<file path="config.mk">
export PLATFORM = sky130hd
export DESIGN_NAME = uart_frame_parser
export DESIGN_NICKNAME = d
export VERILOG_FILES = /design/src/rtl/uart_frame_parser.sv
export SDC_FILE = /design/constraint.sdc
export NUM_CORES = 1
export LEC_CHECK = 0
export BUFFER_PORTS_ARGS = -buffer_cell sky130_fd_sc_hd__buf_2
export CAP_MARGIN = 20
export CORE_MARGIN = 5
export CORE_UTILIZATION = 23
export DETAILED_ROUTE_END_ITERATION = 6
export PLACE_DENSITY_LB_ADDON = 0.1
export SYNTH_ARGS = -nofsm -noshare
export SYNTH_HDL_FRONTEND = slang
export SYNTH_SLANG_ARGS = --single-unit
</file>
<file path="constraint.sdc">
create_clock -name clk -period 3.7 [get_ports clk]
set_input_delay 0.37 -clock clk [delete_from_list [all_inputs] [get_ports clk]]
set_output_delay 0.37 -clock clk [all_outputs]
set_load 0.03 [all_outputs]
</file>
<file path="src/rtl/uart_frame_parser.sv">
// -----------------------------------------------------------------------------
// uart_frame_parser
//
// Parses framed messages arriving byte-by-byte from a UART receiver:
//     SYNC_BYTE, cmd, len, payload[len], checksum
// The checksum is the XOR of cmd, len and all payload bytes. Payload bytes
// are streamed out as they arrive. The frame ends in one of two ways:
//   - frame_done pulses when the checksum matches.
//   - frame_err pulses when the frame is aborted. err_code then gives the
//     reason (timeout, parity, length or checksum).
//
// Optional feature: define FRAME_TIMEOUT_EN to build an inter-byte timeout
// counter. Without it the parser waits indefinitely for the next byte.
//
// Parameters:
//   SYNC_BYTE       frame start marker
//   MAX_LEN         largest accepted payload length (1..255)
//   TIMEOUT_CYCLES  inter-byte timeout in clk cycles (FRAME_TIMEOUT_EN only)
//
// Ports:
//   clk            clock, rising edge
//   reset          synchronous active-high reset
//   rx_data        received byte, qualified by rx_done
//   rx_done        one-cycle byte strobe
//   rx_parity_err  parity error for the byte, qualified by rx_done
//   cmd, len       command and length of the current/last frame
//   pay_data       payload byte, qualified by pay_valid
//   pay_valid      one-cycle payload strobe
//   pay_index      zero-based payload byte index
//   frame_done     one-cycle pulse, frame accepted
//   frame_err      one-cycle pulse, frame aborted
//   err_code       abort reason: 0 timeout, 1 parity, 2 length, 3 checksum
//   busy           high whenever the parser is inside a frame
// -----------------------------------------------------------------------------
module uart_frame_parser #(
    parameter logic [7:0] SYNC_BYTE      = 8'hA5,
    parameter int         MAX_LEN        = 64,
    parameter int         TIMEOUT_CYCLES = 50_000
) (
    input  logic       clk,
    input  logic       reset,
    input  logic [7:0] rx_data,
    input  logic       rx_done,
    input  logic       rx_parity_err,
    output logic [7:0] cmd,
    output logic [7:0] len,
    output logic [7:0] pay_data,
    output logic       pay_valid,
    output logic [7:0] pay_index,
    output logic       frame_done,
    output logic       frame_err,
    output logic [1:0] err_code,
    output logic       busy
);

    typedef enum logic [2:0] {IDLE, CMD, LEN, PAYLOAD, CHECK} state_t;

    localparam logic [7:0] MAX_LEN_B   = 8'(MAX_LEN);
    localparam logic [1:0] ERR_TIMEOUT = 2'd0;
    localparam logic [1:0] ERR_PARITY  = 2'd1;
    localparam logic [1:0] ERR_LENGTH  = 2'd2;
    localparam logic [1:0] ERR_CHECK   = 2'd3;

    if (MAX_LEN < 1 || MAX_LEN > 255 || TIMEOUT_CYCLES < 1) begin : g_bad_param
        $error("uart_frame_parser: MAX_LEN must be 1..255 and TIMEOUT_CYCLES >= 1");
    end

    // Running checksum: one XOR fold step.
    function automatic logic [7:0] csum_fold(input logic [7:0] acc, input logic [7:0] b);
        return acc ^ b;
    endfunction

    state_t     state_r, next_state_s;
    logic [7:0] cmd_r, cmd_s;
    logic [7:0] len_r, len_s;
    logic [7:0] acc_r, acc_s;
    logic [7:0] idx_r, idx_s;
    logic [7:0] pay_data_r, pay_data_s;
    logic [7:0] pay_index_r, pay_index_s;
    logic       pay_valid_r, pay_valid_s;
    logic       frame_done_r, frame_done_s;
    logic       frame_err_r, frame_err_s;
    logic [1:0] err_code_r, err_code_s;
    logic       busy_r;
    logic       tmo_hit_s;

`ifdef FRAME_TIMEOUT_EN
    localparam int TMO_W = (TIMEOUT_CYCLES > 1) ? $clog2(TIMEOUT_CYCLES) : 1;

    logic [TMO_W-1:0] tmo_r;

    // Inter-byte timeout counter: runs while inside a frame, restarts on every byte.
    always_ff @(posedge clk) begin
        if (reset) begin
            tmo_r <= {TMO_W{1'b0}};
        end else if (rx_done || !busy_r || tmo_hit_s) begin
            tmo_r <= {TMO_W{1'b0}};
        end else begin
            tmo_r <= tmo_r + TMO_W'(1'b1);
        end
    end

    // A byte arriving in the terminal cycle takes priority over the timeout.
    assign tmo_hit_s = busy_r && !rx_done && (tmo_r == TMO_W'(TIMEOUT_CYCLES - 1));
`else
    assign tmo_hit_s = 1'b0;
`endif

    // Next-state and next-output decode for the frame FSM.
    always_comb begin
        next_state_s = state_r;
        cmd_s        = cmd_r;
        len_s        = len_r;
        acc_s        = acc_r;
        idx_s        = idx_r;
        pay_data_s   = pay_data_r;
        pay_index_s  = pay_index_r;
        pay_valid_s  = 1'b0;
        frame_done_s = 1'b0;
        frame_err_s  = 1'b0;
        err_code_s   = err_code_r;

        if (rx_done) begin
            if (state_r == IDLE) begin
                // Noise and corrupted bytes are dropped silently while hunting for sync.
                if (rx_data == SYNC_BYTE && !rx_parity_err) begin
                    next_state_s = CMD;
                end else begin
                    next_state_s = IDLE;
                end
            end else if (rx_parity_err) begin
                frame_err_s  = 1'b1;
                err_code_s   = ERR_PARITY;
                next_state_s = IDLE;
            end else begin
                case (state_r)
                    CMD: begin
                        cmd_s        = rx_data;
                        acc_s        = rx_data;
                        next_state_s = LEN;
                    end
                    LEN: begin
                        len_s = rx_data;
                        acc_s = csum_fold(acc_r, rx_data);
                        if (rx_data == 8'd0) begin
                            next_state_s = CHECK;
                        end else if (rx_data <= MAX_LEN_B) begin
                            idx_s        = 8'd0;
                            next_state_s = PAYLOAD;
                        end else begin
                            frame_err_s  = 1'b1;
                            err_code_s   = ERR_LENGTH;
                            next_state_s = IDLE;
                        end
                    end
                    PAYLOAD: begin
                        pay_data_s  = rx_data;
                        pay_index_s = idx_r;
                        pay_valid_s = 1'b1;
                        idx_s       = idx_r + 8'd1;
                        acc_s       = csum_fold(acc_r, rx_data);
                        // len_r is at least 1 here, so len_r - 1 cannot underflow.
                        if (idx_r == len_r - 8'd1) begin
                            next_state_s = CHECK;
                        end else begin
                            next_state_s = PAYLOAD;
                        end
                    end
                    CHECK: begin
                        if (rx_data == acc_r) begin
                            frame_done_s = 1'b1;
                        end else begin
                            frame_err_s = 1'b1;
                            err_code_s  = ERR_CHECK;
                        end
                        next_state_s = IDLE;
                    end
                    default: begin
                        next_state_s = IDLE;
                    end
                endcase
            end
        end else if (tmo_hit_s) begin
            frame_err_s  = 1'b1;
            err_code_s   = ERR_TIMEOUT;
            next_state_s = IDLE;
        end else begin
            next_state_s = state_r;
        end
    end

    // State and output registers.
    always_ff @(posedge clk) begin
        if (reset) begin
            state_r      <= IDLE;
            cmd_r        <= 8'd0;
            len_r        <= 8'd0;
            acc_r        <= 8'd0;
            idx_r        <= 8'd0;
            pay_data_r   <= 8'd0;
            pay_index_r  <= 8'd0;
            pay_valid_r  <= 1'b0;
            frame_done_r <= 1'b0;
            frame_err_r  <= 1'b0;
            err_code_r   <= 2'd0;
            busy_r       <= 1'b0;
        end else begin
            state_r      <= next_state_s;
            cmd_r        <= cmd_s;
            len_r        <= len_s;
            acc_r        <= acc_s;
            idx_r        <= idx_s;
            pay_data_r   <= pay_data_s;
            pay_index_r  <= pay_index_s;
            pay_valid_r  <= pay_valid_s;
            frame_done_r <= frame_done_s;
            frame_err_r  <= frame_err_s;
            err_code_r   <= err_code_s;
            busy_r       <= (next_state_s != IDLE);
        end
    end

    assign cmd        = cmd_r;
    assign len        = len_r;
    assign pay_data   = pay_data_r;
    assign pay_index  = pay_index_r;
    assign pay_valid  = pay_valid_r;
    assign frame_done = frame_done_r;
    assign frame_err  = frame_err_r;
    assign err_code   = err_code_r;
    assign busy       = busy_r;

endmodule

</file>
==> summary.txt, run 1 <==
Uppermost layer routed - met4
Num ports - 50
Placer congestion estimate - 0.754
Starting Density - 23.6%
Post-synthesis cell type count - 42
Setup repair bufs after CTS - 0
Cell count after synthesis - 334
Sink Count - 57
Tot Pwr - 1.53 mW
RSZ-0062 raised after global routing - false
Clock Skew - 0.00842 ns
Fmax - 0.438 GHz
Die Y - 119 um
Setup CP Type - register to register
Fin crit share - 61.7%
Vias in the first global route - 2424
CP endpoint kind - register
CTS tree - built
Final min period - 2.28 ns
Synth area leader - dfxtp_1
TNS Setup - 0 ns
CP max FO - 8
Post-synth EDFFs - 0
Most numerous cell in the Yosys netlist - nand2_1
Post-DP HPWL - 5620 um
Synthesized Nets - 348
Largest net degree at the start of global routing - 54
H-tree Lvls - 3
Most used DFF post-synth - dfxtp_1
Reg clk slew, reported paths - 0.05 ns
WL/cell - 15.5 um
Smallest hold slack - 0.300 ns
Final Util - 29.5%
PD cells - 452 nW/um^2
Min-delay worst type - primary input to register
NumNets Final - 391
Routed wire length - 8110 um
Max Slew Vio Count - 0
Crit start category - register
IO buf count - 49
Die Wd - 119 um
CTS buffer count - 9
Routed met2 length - 3720 um
Syn Area/Cell - 8.14 um^2
CTS Hold Bufs - 0
1st-iter DRT viols - 103
GRT overflow - 0
Worst EP arrival - 2.45 ns
Post-synthesis sequential area ratio - 42.0%
Top cells by count, synth - nand2_1 (67), dfxtp_1 (57), a21oi_1 (35)
Worst EP required - 3.87 ns
Warnings, synthesis - 0
Clk Latency, worst-skew pair - 0.33 ns
Status - completed
DR vias - 2377
Final Instance Area - 3400 um^2
Yosys reg bits - 57
DP Area - 3090 um^2
Maximum VDD drop - 0.000160 V
Synth top area share - 42.0%
Diodes inserted - 0
Clock Tree Buf Depth - 2
Routed wl met3 - 280 um
Area contributors post-synth - dfxtp_1 (42%), nand2_1 (9.2%), xnor2_1 (7.4%)
Pre-Repair DR Iteration Count - 4
Slew margin rel. - 34.7%
Max Cap Violations - 0
Final routed DRC violation total - 0
Endpoints failing setup - 0
Leak - 1.33 nW
Die ar. - 14100 um^2
First-pass GRT wire length - 13200 um
Routed Antenna Nets - 0
# rows - 39
Worst slew pin tran - 0.980 ns
Mapped Area - 2720 um^2
Share of layout cells above drive strength 1 - 20.2%
Area growth, synth to finish - 24.8%
Core Area - 11500 um^2
Vias per cell - 4.54
Synth async-reset ratio - 0%
Filler cell count - 1257
Wire length on met1 - 4020 um
Final hold viol count - 0
GRT Total Usage - 12.1%
CTS root buf - clkbuf_16
Post-cts repair resize count - 0
Initial antenna violation count - 0
placed cells by master (no fill, tap or decap), types with 4 or more instances in the layout:
| cell type | netlist | final |
|---|---|---|
| buf_2 | 4 | 49 |
| nor2_1 | 31 | 31 |
| clkbuf_16 | 0 | 9 |
| nor3_1 | 6 | 6 |
| inv_1 | 5 | 5 |
| nand2_1 | 67 | 67 |
| dfxtp_1 | 57 | 57 |
| xor2_1 | 6 | 6 |
| nand3_1 | 11 | 11 |
| o21ai_0 | 4 | 4 |
| nand4_1 | 6 | 6 |
| or3_1 | 7 | 7 |
| xnor2_1 | 23 | 23 |
| a21oi_1 | 35 | 35 |
| nand2b_1 | 4 | 4 |
| mux2i_1 | 8 | 8 |
layout make-up:
type,count,area [um^2],area share (%)
Clock inverter,6,83.8,2.47
Tap cell,143,179,5.27
Clock buffer,9,225,6.63
Timing Repair Buffer,52,268,7.89
Inverter,5,18.8,0.553
Sequential cell,57,1140,33.6
Multi-Input combinational cell,252,1480,43.6
worst paths after layout:
path | startpoint | endpoint | slack (ns) | cells after the start
worst min-delay path | rx_parity_err | err_code[1] | 0.30 | 2
worst max register to register | len[0] | state_r[0] | 1.42 | 8
worst max-delay path | len[0] | state_r[0] | 1.42 | 8
worst min register to register | cmd[5] | cmd[5] | 0.45 | 2
routing by layer:
layer,up-vias,track usage (%)
li1,1219,-
met1,1107,15.9
met2,46,18.7
met3,5,3.01
met4,0,5.43
met5,-,0
logic make-up (layout without fill, tap and decap cells):
| group | Yosys count | count (layout) | synth area share, % |
|---|---|---|---|
| AND/OR/NAND/NOR | 153 | 153 | 27.0 |
| AO/OA/AOI/OAI | 60 | 60 | 14.3 |
| flip-flops | 57 | 57 | 42.0 |
| XOR/XNOR | 29 | 29 | 9.34 |
| buffers and inverters | 25 | 72 | 3.63 |
| multiplexers | 8 | 8 | 2.94 |
| adder cells (fa/ha/maj) | 2 | 2 | 0.920 |
registers in the layout, indices dropped and copies added (netlist names), 2 cells and up:
| name | count |
|---|---|
| state_r | 3 |
| err_code | 2 |
| cmd | 8 |
| len | 8 |
| idx_r | 8 |
| pay_data | 8 |
| acc_r | 8 |
| pay_index | 8 |
worst max-delay path, stage by stage, from the launching register on:
cell and delay, ns:
dfxtp_1 0.48, inv_1 0.08, ha_1 0.25, and2b_1 0.16
or3_1 0.35, a31oi_1 0.31, o2111ai_4 0.21, a31oi_1 0.21
o22ai_1 0.08
power breakdown:
part | total [mW] | internal (mW) | switching [mW] | leakage, nW
clock | 0.870 | 0.582 | 0.288 | 0.155
combinational | 0.0496 | 0.0127 | 0.0369 | 0.715
sequential | 0.615 | 0.615 | 0.0000848 | 0.459
total | 1.53 | 1.21 | 0.325 | 1.33
stage by stage:
step                setup WS, ns  instances
floorplan                   1.50        334
global placement            1.42        509
detailed placement          1.38        509
CTS                         1.37        524
global route                1.25        524
finish                      1.42        524
No activity file was read; power rests on OpenSTA's default activity.
==> inputs of run 2 (changes only) <==
clock period = 2 ns   (was 3.7 ns; I/O delays follow)
==> run 2 against run 1 <==
Power rose by 74%; register-to-register slack worse by 1.4 ns; sequential share of layout area down 2.0 points; fmax increased by 15%; non-clock buffer count increased by 29; final area is 7.1% higher; critical path depth down 2; largest cell class unchanged; wire length rose by 4.5%; highest routed layer unchanged.
==> summary.txt, run 2 (synthesized netlist as in run 1, its figures left out) <==
H-tree Lvls - 3 (unchanged)
Pre-Repair DR Iteration Count - 4 (unchanged)
Final min period - 1.99 ns (-0.297 ns)
Sink Count - 57 (unchanged)
CTS root buf - clkbuf_16
Largest delay share family, worst path - simple AND/OR/NAND/NOR gates
Routed Antenna Nets - 0 (unchanged)
Area growth, synth to finish - 33.8%
IO buf count - 49 (unchanged)
Final hold viol count - 0 (unchanged)
GRT overflow - 0 (unchanged)
Clk Latency, worst-skew pair - 0.32 ns (about the same)
Vias in the first global route - 2621 (+8.1%)
Commonest non-fill, non-tap cells in the layout - nand2_1 (67), dfxtp_1 (53), buf_2 (49)
Slew margin rel. - 67.0% (+32 points)
Worst slew pin tran - 0.495 ns (-0.484 ns)
Die Wd - 119 um (unchanged)
TNS Setup - 0 ns (unchanged)
Commonest non-fill, non-tap cell in the layout - nand2_1
PD cells - 735 nW/um^2 (+63%)
NumNets Final - 420 (+7.4%)
Worst path buffer plus inverter count - 0 (-1)
Max Slew Vio Count - 0 (unchanged)
Maximum VDD drop - 0.000256 V (+60%)
Critical path's largest stage delay - 0.44 ns (-0.04 ns)
Core Area - 11500 um^2 (unchanged)
CTS buffer count - 9 (unchanged)
Area of the multi-input gates - 1520 um^2 (+2.7%)
Critical-path cell list - or3_4 -> or4_4 -> and4b_4 -> o2111ai_4 -> a21oi_2 -> o21bai_1
Tot Pwr - 2.67 mW (+74%)
Placer congestion estimate - 0.781 (+3.6%)
First-pass GRT wire length - 14000 um (+5.9%)
DR vias - 2510 (+5.6%)
Post-DP HPWL - 6270 um (+12%)
Endpoints failing setup - 0 (unchanged)
Starting Density - 23.6% (unchanged)
Setup repair bufs after CTS - 0 (unchanged)
Min-delay worst type - primary input to register
Fin crit share - 99.3% (+38 points)
Clock Skew - 0.00547 ns (-0.00295 ns)
Num ports - 50 (unchanged)
Share of layout cells above drive strength 1 - 27.6% (+7.4 points)
Filler cell count - 1254 (-0.24%)
Initial antenna violation count - 0 (unchanged)
CP max stage cell - or4_4
Setup WS pre-CTS - -0.00889 ns (-1.38 ns)
Reg clk slew, reported paths - 0.05 ns (about the same)
CTS Hold Bufs - 0 (unchanged)
Die Y - 119 um (unchanged)
1st-iter DRT viols - 111 (+7.8%)
Largest net degree at the start of global routing - 30 (-44%)
Crit start category - register
Die ar. - 14100 um^2 (unchanged)
# rows - 39 (unchanged)
Setup CP Type - register to register
Status - completed
Worst EP required - 2.19 ns (-1.68 ns)
GRT Total Usage - 12.7% (+0.60 points)
Final routed DRC violation total - 0 (unchanged)
Fmax - 0.503 GHz (+15%)
Max Cap Violations - 0 (unchanged)
Sequential cell area - 1150 um^2 (+0.66%)
Clock Tree Buf Depth - 2 (unchanged)
WL/cell - 15.4 um (-0.81%)
Final WS setup - 0.0136 ns (-1.40 ns)
Diodes inserted - 0 (unchanged)
Routed wire length - 8480 um (+4.5%)
Worst EP arrival - 2.18 ns (-0.27 ns)
CTS tree - built
Vias per cell - 4.55 (+0.24%)
CP endpoint kind - register
Leak - 1.47 nW (+11%)
RSZ-0062 raised after global routing - true
CP max FO - 4 (-4)
[run 2: changes by cell type in the layout (fill, tap and decap cells not counted), sizes merged]
cell,delta
buf,+29
bufinv,-2
clkbuf,+5
clkinv,-4
[run 2: stage by stage]
step | instance area, um^2 | util [%] | instances | hold WS, ns
5_1_grt | 3640 | 31.6 | 552 | 0.158
3_5_place_dp | 3320 | 28.9 | 538 | 0.447
4_1_cts | 3600 | 31.3 | 552 | 0.118
2_1_floorplan | 2730 | - | 334 | 0.296
3_3_place_gp | 3320 | 28.9 | 538 | 0.443
6_report | 3640 | 31.6 | 552 | 0.124
[run 2: cell type report]
type,instances,area share (%)
flip-flops and latches,57,31.6
repair buffers,81,13.7
inverters,5,0.516
well taps,143,4.92
multi-input cells,252,41.8
clock buffers,14,7.53
[run 2: what timing repair did]
action                     in CTS  in global routing
gates resized for setup         1                  6
hold endpoints to repair        0                  0
setup endpoints to repair       1                  3
pin swaps                       0                  2
[run 2: worst paths after layout]
check	from	endpoint	slack, ns	cells after the start
worst max-delay path	len[2]	busy	0.01	6
worst min-delay path	rx_parity_err	err_code[1]	0.12	2
worst max register to register	len[2]	busy	0.01	6
worst min register to register	cmd[1]	cmd[1]	0.45	2
[run 2: power by group]
part	internal, mW	switching (mW)
sequential	1.14	0.000107
combinational	0.0390	0.0722
clock	0.925	0.500
[run 2: layer usage]
layer	part of all wire, %	global-route usage [%]	vias to the layer above
met5	0	0	-
met4	2.0	6.15	0
met3	4.7	3.15	14
met2	42	18.3	43
met1	51	17.5	1179
li1	-	-	1274
==> inputs of run 3 (changes only) <==
SETUP_SLACK_MARGIN = 0.2   (was not set)
==> run 3 against run 2 <==
Sequential power about the same; wire length up 0.11%; critical path depth unchanged; combinational power barely moved; critical endpoint unchanged; largest cell class unchanged; largest power group unchanged; highest routed layer unchanged.
==> summary.txt, run 3 (synthesized netlist as in run 1, its figures left out) <==
Status - completed
Internal cell power - 2.16 mW (+3.0%)
Num ports - 50 (unchanged)
TNS Setup - 0 ns (unchanged)
Final hold viol count - 0 (unchanged)
Worst EP arrival - 2.18 ns (about the same)
Core Area - 11500 um^2 (unchanged)
Clock Tree Buf Depth - 2 (unchanged)
Clock group share of total power - 55.5% (+2.2 points)
Final Instance Area - 3680 um^2 (+1.2%)
Starting Density - 23.6% (unchanged)
Pre-Repair DR Iteration Count - 4 (unchanged)
CTS buffer count - 9 (unchanged)
CTS tree - built
Final WS setup - 0.0280 ns (+0.0144 ns)
NumNets Final - 421 (+0.24%)
Worst slew pin tran - 0.444 ns (-0.0515 ns)
Tot Pwr - 2.80 mW (+4.6%)
Sink Count - 57 (unchanged)
Fmax - 0.507 GHz (+0.73%)
Maximum VDD drop - 0.000273 V (+6.4%)
CTS Hold Bufs - 0 (unchanged)
Die Y - 119 um (unchanged)
Combinational Power Share - 4.0% (-0.2 points)
DR vias - 2555 (+1.8%)
CP endpoint kind - register
CP max FO - 4 (unchanged)
CP max stage cell - or4_4
Share of layout cells above drive strength 1 - 29.1% (+1.5 points)
Routed wire length - 8490 um (+0.11%)
GRT overflow - 0 (unchanged)
RSZ-0062 raised after global routing - true
Smallest hold slack - 0.125 ns (+0.000942 ns)
Reg clk slew, reported paths - 0.05 ns (about the same)
Critical path's largest stage delay - 0.43 ns (about the same)
Vias in the first global route - 2576 (-1.7%)
WL/cell - 15.3 um (-0.43%)
GRT Total Usage - 12.5% (-0.17 points)
Final routed DRC violation total - 0 (unchanged)
Fin crit share - 98.6% (-0.72 points)
Endpoints failing setup - 0 (unchanged)
Min-delay worst type - primary input to register
1st-iter DRT viols - 108 (-2.7%)
DP Area - 3310 um^2 (-0.30%)
Routed Antenna Nets - 0 (unchanged)
Commonest non-fill, non-tap cells in the layout - nand2_1 (66), dfxtp_1 (52), buf_2 (49)
Crit start category - register
First-pass GRT wire length - 13900 um (-1.2%)
Setup WS pre-CTS - 0.0237 ns (+0.0326 ns)
Final min period - 1.97 ns (-0.0144 ns)
Critical-path cell list - or3_4 -> or4_4 -> and4b_4 -> o2111ai_4 -> a21oi_2 -> o21bai_1
Largest net degree at the start of global routing - 36 (+20%)
Post-DP HPWL - 6190 um (-1.2%)
Max Cap Violations - 0 (unchanged)
IO buf count - 49 (unchanged)
Max Slew Vio Count - 0 (unchanged)
Slew margin rel. - 70.4% (+3.4 points)
Die ar. - 14100 um^2 (unchanged)
Leak - 1.49 nW (+0.91%)
Vias per cell - 4.60 (+1.2%)
CTS root buf - clkbuf_16
Sw power - 0.632 mW (+10%)
Clock Skew - 0.00571 ns (+0.000241 ns)
Area growth, synth to finish - 35.4%
Commonest non-fill, non-tap cell in the layout - nand2_1
Worst EP required - 2.21 ns (+0.02 ns)
Diodes inserted - 0 (unchanged)
Setup CP Type - register to register
Placer congestion estimate - 0.776 (-0.70%)
Initial antenna violation count - 0 (unchanged)
Die Wd - 119 um (unchanged)
PD cells - 759 nW/um^2 (+3.4%)
Largest delay share family, worst path - simple AND/OR/NAND/NOR gates
Flop pwr share - 40.5% (-2.0 points)
H-tree Lvls - 3 (unchanged)
Clk Latency, worst-skew pair - 0.33 ns (about the same)
Sw Share - 22.6% (+1.2 points)
Worst path buffer plus inverter count - 0 (unchanged)
# rows - 39 (unchanged)
-- run 3: stage by stage --
step                      cells  utilization [%]
after floorplan             334                -
after global routing        555             32.0
after CTS                   555             31.8
final                       555             32.0
after detailed placement    535             28.8
after global placement      535             28.8
-- run 3: path summary, 6_finish.rpt --
path	end	slack (ns)	depth (start not counted)	startpoint
setup / recovery	busy	0.03	6	len[2]
hold / removal	err_code[1]	0.13	2	rx_parity_err
setup reg to reg	busy	0.03	6	len[2]
hold reg to reg	pay_index[6]	0.45	2	pay_index[6]
-- run 3: cell type report --
class	instances	area, um^2
inverters	5	18.8
fillers	1245	7830
well taps	143	179
repair buffers	82	505
clock inverters	5	55.1
multi-input cells	252	1530
flip-flops and latches	57	1150
clock buffers	11	243
-- run 3: layer usage --
| metal | vias up | track usage, % | routed length, um |
|---|---|---|---|
| li1 | 1291 | - | - |
| met1 | 1201 | 17.6 | 4300 |
| met2 | 52 | 17.8 | 3650 |
| met3 | 11 | 3.63 | 431 |
| met4 | 0 | 5.00 | 108 |
| met5 | - | 0 | 0 |
-- run 3: what timing repair did --
| item | 4_1_cts | 5_1_grt |
|---|---|---|
| pin swaps | 4 | 1 |
| setup buffers | 4 | 0 |
| setup endpoints to repair | 12 | 18 |
| gates resized for setup | 4 | 4 |
-- run 3: power by group through the flow --
stage,Combinational (mW),Clock [mW],Sequential [mW]
global placement,0.112,0,1.16
finish,0.111,1.55,1.13
CTS,0.112,1.59,1.13
global route,0.122,1.64,1.13
detailed placement,0.112,0,1.16
floorplan,0.0527,0,1.16
